<file path="config.mk">
export PLATFORM = sky130hd
export DESIGN_NAME = div_unit
export DESIGN_NICKNAME = d
export VERILOG_FILES = /design/src/rtl/div_unit.sv
export SDC_FILE = /design/constraint.sdc
export NUM_CORES = 1
export LEC_CHECK = 0
export CORE_MARGIN = 2
export CORE_UTILIZATION = 30
export DETAILED_ROUTE_END_ITERATION = 8
export PLACE_DENSITY_LB_ADDON = 0.15
export SETUP_SLACK_MARGIN = 0.05
export SLEW_MARGIN = 15
export SYNTH_ARGS = -nofsm -noshare
export SYNTH_HDL_FRONTEND = slang
export SYNTH_SLANG_ARGS = --single-unit
</file>
<file path="constraint.sdc">
create_clock -name clk -period 7.8 [get_ports clk]
set_input_delay 1.95 -clock clk [delete_from_list [all_inputs] [get_ports clk]]
set_output_delay 1.95 -clock clk [all_outputs]
set_load 0.01 [all_outputs]
</file>
<file path="src/rtl/div_unit.sv">
// Iterative restoring divider: 32/32 -> {remainder, quotient}, one quotient bit per cycle, MSB first.
// Optional macro DIV_ZERO_FAST_EN routes a zero divisor through a short ZERO state that returns 64'h0.
module div_unit (
    input  logic        clk,
    input  logic        rst,
    input  logic        signed_i,
    input  logic [31:0] dividend_i,
    input  logic [31:0] divider_i,
    input  logic        start_i,
    input  logic        cancel_i,
    output logic [63:0] result_o,
    output logic        success_o
);

    typedef enum logic [1:0] {
        IDLE = 2'd0,
        BUSY = 2'd1,
`ifdef DIV_ZERO_FAST_EN
        ZERO = 2'd3,
`endif
        DONE = 2'd2
    } state_t;

    state_t      state, state_nxt;
    logic [5:0]  cnt;
    logic        signed_r, sign_a, sign_b;
    logic [31:0] dvs, quo, rem;
    logic [31:0] a_mag, b_mag;
    logic [32:0] trial;
    logic        take;
    logic [31:0] quo_nxt, rem_nxt, quo_fix, rem_fix;

    always_comb begin
        a_mag = (signed_i && dividend_i[31]) ? (~dividend_i + 32'd1) : dividend_i;
        b_mag = (signed_i && divider_i[31])  ? (~divider_i + 32'd1)  : divider_i;

        // rem[31] set means the shifted remainder exceeds 2^32 and always covers the divisor
        trial = {rem, quo[31]} - {1'b0, dvs};
        take  = rem[31] | ~trial[32];
        if (take) begin
            rem_nxt = trial[31:0];
            quo_nxt = {quo[30:0], 1'b1};
        end else begin
            rem_nxt = {rem[30:0], quo[31]};
            quo_nxt = {quo[30:0], 1'b0};
        end

        quo_fix = (signed_r && (sign_a ^ sign_b)) ? (~quo_nxt + 32'd1) : quo_nxt;
        rem_fix = (signed_r && sign_a) ? (~rem_nxt + 32'd1) : rem_nxt;
    end

    always_comb begin
        state_nxt = state;
        case (state)
            IDLE: begin
                if (start_i && !cancel_i) begin
`ifdef DIV_ZERO_FAST_EN
                    state_nxt = (divider_i == 32'd0) ? ZERO : BUSY;
`else
                    state_nxt = BUSY;
`endif
                end
            end
            BUSY: begin
                if (cancel_i || !start_i)
                    state_nxt = IDLE;
                else if (cnt == 6'd31)
                    state_nxt = DONE;
            end
`ifdef DIV_ZERO_FAST_EN
            ZERO: state_nxt = cancel_i ? IDLE : DONE;
`endif
            DONE:    state_nxt = IDLE;
            default: state_nxt = IDLE;
        endcase
    end

    always_ff @(posedge clk or negedge rst) begin
        if (!rst)
            state <= IDLE;
        else
            state <= state_nxt;
    end

    // Result and success are registered on the edge entering DONE so both are visible during DONE.
    always_ff @(posedge clk or negedge rst) begin
        if (!rst) begin
            cnt       <= '0;
            signed_r  <= 1'b0;
            sign_a    <= 1'b0;
            sign_b    <= 1'b0;
            dvs       <= '0;
            quo       <= '0;
            rem       <= '0;
            result_o  <= '0;
            success_o <= 1'b0;
        end else begin
            success_o <= 1'b0;
            case (state)
                IDLE: begin
                    if (start_i && !cancel_i) begin
                        signed_r <= signed_i;
                        sign_a   <= dividend_i[31];
                        sign_b   <= divider_i[31];
                        quo      <= a_mag;
                        dvs      <= b_mag;
                        rem      <= '0;
                        cnt      <= '0;
                    end
                end
                BUSY: begin
                    cnt <= cnt + 6'd1;
                    rem <= rem_nxt;
                    quo <= quo_nxt;
                    if (state_nxt == DONE) begin
                        result_o  <= {rem_fix, quo_fix};
                        success_o <= 1'b1;
                    end
                end
`ifdef DIV_ZERO_FAST_EN
                ZERO: begin
                    if (state_nxt == DONE) begin
                        result_o  <= '0;
                        success_o <= 1'b1;
                    end
                end
`endif
                default: ;
            endcase
        end
    end

endmodule

</file>
-- After elaboration in Yosys (flattened, before gate mapping)
Cells that the tools add are included.
- register bits: 172
- input bits: 69
- logic and storage cells: 58
- add/subtract/negate cells: 6
- equal/unequal tests: 4
- muxes and demuxes: 18
- bitwise logic cells: 7
- reductions and logical operators: 13
- operators by type and width (kind ; number):
    $mux W32 ; 7
    $add A32 B1 Y32 const B ; 4
    $not A32 Y32 ; 4
    $pmux W32 S2 ; 2
    $sub A33 B32 Y33 ; 1
    $pmux W6 S2 ; 1
    $add A6 B1 Y6 const B ; 1
    $eq A6 B5 Y1 const B ; 1
    $mux W2 ; 3
    $mux W6 ; 1
    $reduce_and A2 Y1 ; 3
    $logic_and A1 B1 Y1 ; 5
    $pmux W2 S2 ; 1
    $mux W1 ; 3
    $eq A2 B1 Y1 const B ; 1
    $eq A2 B2 Y1 const B ; 1
    $logic_not A1 Y1 ; 2
    $logic_not A2 Y1 ; 1
    $ne A2 B2 Y1 const B ; 1
    $reduce_bool A2 Y1 ; 1
    $logic_or A1 B1 Y1 ; 1
    $not A1 Y1 ; 1
    $or A1 B1 Y1 ; 1
    $xor A1 B1 Y1 ; 1

-- Longest topological paths before layout
- word-level depth: 7
- depth in mapped cells: 25
- mapped depth without buffers: 20

-- Worst setup path before layout
OpenSTA, ideal clock, no wires.
- kind: reg-to-reg
- start point: register quo[31]
- end point: register result_o[60]
- arrival: 4.265 ns
- data required time: 7.675 ns
- slack: 3.410 ns
- stages on the path, launching flop included: 24
- path buffers: 4
- cells stage by stage: dfrtp_1 inv_1 ha_1 fa_1 and2b_1 o2111ai_1 nand3_2 a21o_1 o21a_1 buf_6 inv_6 buf_4 buf_2 buf_2 nor2_1 a21oi_1 ha_1 nor3b_1 nand3_1 a222oi_1 and4_1 a21oi_1 xnor2_1 mux2_2
- cells in the longest elaborated chain, start to end: 7
- RTL lines (what ; RTL line ; source):
    start, declared ; 27 ; logic [31:0] dvs, quo, rem;
    start signal, assigned ; 105 ; quo <= a_mag;
    start signal, assigned ; 114 ; quo <= quo_nxt;
    $sub A33 B32 Y33 ; 38 ; trial = {rem, quo[31]} - {1'b0, dvs};
    $not A1 Y1 ; 39 ; take = rem[31] | ~trial[32];
    $or A1 B1 Y1 ; 39 ;
    $mux W32 * ; 40 ; if (take) begin
    $not A32 Y32 ; 49 ; rem_fix = (signed_r && sign_a) ? (~rem_nxt + 32'd1) : rem_nxt;
    $add A32 B1 Y32 ; 49 ;
    $mux W32 * ; 49 ;
    end signal, assigned ; 116 ; result_o <= {rem_fix, quo_fix};
    end, declared ; 11 ; output logic [63:0] result_o,
Mark *: on every way between the ends. The rest lies on a longest branch, timed or not.
A chain may end at the register's enable or synchronous reset.

-- Final worst setup path
Same ends and word-level chain as after synthesis.

==> key figures <==
Routing
  – DR DRC count: 0
  – Vias per cell: 5.18
  – Via count: 10600
  – DRT iter0 DRCs: 644
  – Total wire length: 38100 um
  – Routed wire length per instance: 18.5 um
  – Post-route ant nets: 0
  – DRT Pass-1 Iters: 5

Worst setup path
  – Critical path cell sequence: inv_1, ha_1, fa_1, and2b_1, o2111ai_1, nand3_2, a21o_1, o21a_1, buf_4, inv_6, nor2_1, a21oi_1, ha_1, nor3b_1, nand3_1, a222oi_1, and4_1, a21oi_1, xnor2_1, mux2_2
  – Critical Path Start: quo[31]$_DFFE_PN0P_
  – Critical Path RT: 8.14 ns
  – WP data arrival: 5.68 ns
  – CP max-delay cell: o2111ai_1
  – Startpoint types: flop
  – R2R Path Start: quo[31]$_DFFE_PN0P_
  – Delay of the slowest critical-path stage: 0.48 ns
  – Critical Setup Path Class: reg2reg
  – CP endpoint kind: flop
  – Largest fanout on the critical path: 55

Clock tree
  – Clock sinks: 172
  – Clock slew at reported path FFs: 0.08 ns
  – Post_cts resized: 0
  – CTS buffer count: 17
  – Root buffer cell: clkbuf_16
  – CTS Buffer Depth: 2
  – Htree depth: 4
  – Hold-fix buffers at CTS: 0
  – CTS tree: built
  – Clk_lat worst skew: 0.45 ns
  – Post-CTS setup buffers: 0

Final layout
  – FF/Latch Area: 4300 um^2
  – Diode count: 0
  – Area grow syn2layout: 19.9%
  – Finished Layout Cells: 2053
  – Layout cell share with drive strength beyond 1: 4.63%
  – Design area: 14100 um^2
  – Filler Cells Inserted: 3989
  – Final net count: 1629
  – Footprint of the multi-input gates: 6940 um^2

Timing
  – Final worst-path cycle share: 68.6%
  – Worst slew pin tran: 1.04 ns
  – Setup TNS: 0 ns
  – Final hold slack: 0.476 ns
  – Final Critical Period: 5.35 ns
  – Relative slew slack: 30.6%
  – Final Setup Violations: 0
  – Fin. Hold Viols: 0
  – Max Freq: 187 MHz
  – Pins over their slew limit: 0
  – Skew final: 0.0106 ns
  – RSZ-0062 raised after global routing: false

Pwr
  – Maximum VDD drop: 157 uV
  – PD cells: 187 nW/um^2
  – Static leakage: 0.00569 uW

Floorplanning
  – Die Footprint: 40800 um^2
  – Die Span Y: 202 um
  – Num rows: 72
  – Core region area: 38600 um^2
  – Initial Utilization: 30.4%
  – Die width: 202 um
  – I/O pins: 134

Placement
  – PortBufs: 133
  – Hpwl dp: 28800 um
  – DP Cell Count: 2021
  – Post-Place Cell Area: 13500 um^2
  – GP Congestion: 0.838

Global route
  – First-pass GRT wire length: 60100 um
  – Vias in the first global route: 10400
  – Total gr overflow: 0
  – Total GRT Usage: 18.8%
  – Pin count of the biggest net entering global routing: 127
  – Initial antenna violation count: 1

Synthesis
  – Syn Std Cell Area: 11800 um^2
  – Post-synthesis sequential area ratio: 36.6%
  – Number of flops mapped to enable cells by yosys: 0
  – FF+latch count, synth: 172
  – Top_reg_cell synth: dfrtp_1
  – Synth unique cells: 89
  – Share of synthesized registers carrying an async set or reset: 100%
  – Synth warn: 0
  – Syn_area_per_cell: 8.21 um^2
  – Mapped Nets: 1539
  – Cells after Synth: 1432

Job
  – MaxCap Viol Count: 0

Run status
  – Status: complete, no violations

Min path
  – Worst hold start: result_o[47]$_DFFE_PN0P_
  – Worst hold-check path type: reg2reg
## metrics by stage
stage          util (%)  setup WS, ns  total power (uW)
2_1_floorplan         -          3.41              1520
3_3_place_gp       34.9          2.67              1770
3_5_place_dp       34.9          2.61              1770
4_1_cts            36.4          2.57              2660
5_1_grt            36.4          2.15              2790
6_report           36.4          2.45              2640
## registers in the layout (all words and copies together), names as in the netlist
register   flops
signed_r       1
success_o      1
state          2
sign_a         1
result_o      64
quo           32
sign_b         1
rem           32
cnt            6
dvs           32
## report_power, final
group / switching, uW / total [uW] / internal [uW]
sequential: 73.3 / 1030 / 958
combinational: 455 / 726 / 271
clock: 430 / 882 / 452
## final timing paths
check | end | slack [ns] | depth (start not counted)
max in group asynchronous | dvs[23]$_DFFE_PN0P_ | 4.89 | 2
min reg2reg | result_o[47]$_DFFE_PN0P_ | 0.48 | 2
max | result_o[60]$_DFFE_PN0P_ | 2.45 | 20
min | result_o[47]$_DFFE_PN0P_ | 0.48 | 2
min in group asynchronous | result_o[51]$_DFFE_PN0P_ | 1.50 | 1
max reg2reg | result_o[60]$_DFFE_PN0P_ | 2.45 | 20
## per-layer routing
metal  share of wire, %  up-vias  wire [um]  track usage (%)
met1                 48     5091      18300             26.2
met5              0.029        -         11                0
met3                3.7       36       1410             2.93
li1                   -     5282          -                -
met2                 46      229      17500             30.0
met4                2.1        2        815             5.54
## cells in the final DEF (no fill, tap or decap), drive strengths merged, types with 7 or more instances in the layout
master         instances
and2                  16
a22oi                 31
clkbuf                17
nor2b                  7
dfrtp                172
nor3                  39
a21oi                 93
buf                    9
a21o                   7
nand3                 18
or3                   11
nand2                219
o31ai                 17
xnor2                 70
mux2i                 14
and3                   8
nand4                 10
o21a                   7
ha                    37
o41ai                  8
a31oi                 22
xor2                  69
nand2b                10
nor4                  22
o21ai                207
inv                   62
clkdlybuf4s50        132
nor2                  96
## synth_stat cells, types with 11 or more instances
library cell,count,area [um^2]
nand2_1,218,818
buf_2,12,60.1
xor2_1,69,604
o31ai_1,16,120
clkbuf_1,49,184
nor3_1,37,185
nor2_1,96,360
a21oi_1,92,460
o21ai_0,196,981
and2_1,14,87.6
or3_1,11,68.8
nor4_1,21,131
dfrtp_1,172,4300
inv_1,55,206
ha_1,37,463
xnor2_1,70,613
a22oi_1,31,233
mux2i_1,14,140
a31oi_1,22,138
nand3_1,17,85.1
## cell type report
| cell class | count | share of cell area [%] |
|---|---|---|
| tap | 518 | 4.60 |
| timing repair buffer | 141 | 9.89 |
| clock inverter | 15 | 1.12 |
| clock buffer | 17 | 3.02 |
| inverter | 56 | 1.53 |
| sequential | 172 | 30.6 |
| multi-input combinational | 1134 | 49.3 |
## logic make-up after synthesis
group	count (synthesis)	synth area share (%)
adder cells (fa/ha/maj)	38	4.11
AND/OR/NAND/NOR	485	19.3
AO/OA/AOI/OAI	455	23.6
multiplexers	17	1.48
XOR/XNOR	139	10.4
buffers and inverters	126	4.55
flip-flops	172	36.6
## critical path, delay by kind of cell, from the launching register on
family | cells | cell delay (ns)
AO/OA/AOI/OAI | 6 | 1.67
XOR/XNOR | 1 | 0.17
adder cells (fa/ha/maj) | 3 | 0.62
buffers and inverters | 3 | 0.72
flip-flops | 1 | 0.42
multiplexers | 1 | 0.26
AND/OR/NAND/NOR | 6 | 1.34
(Power assumes the default switching activity.)
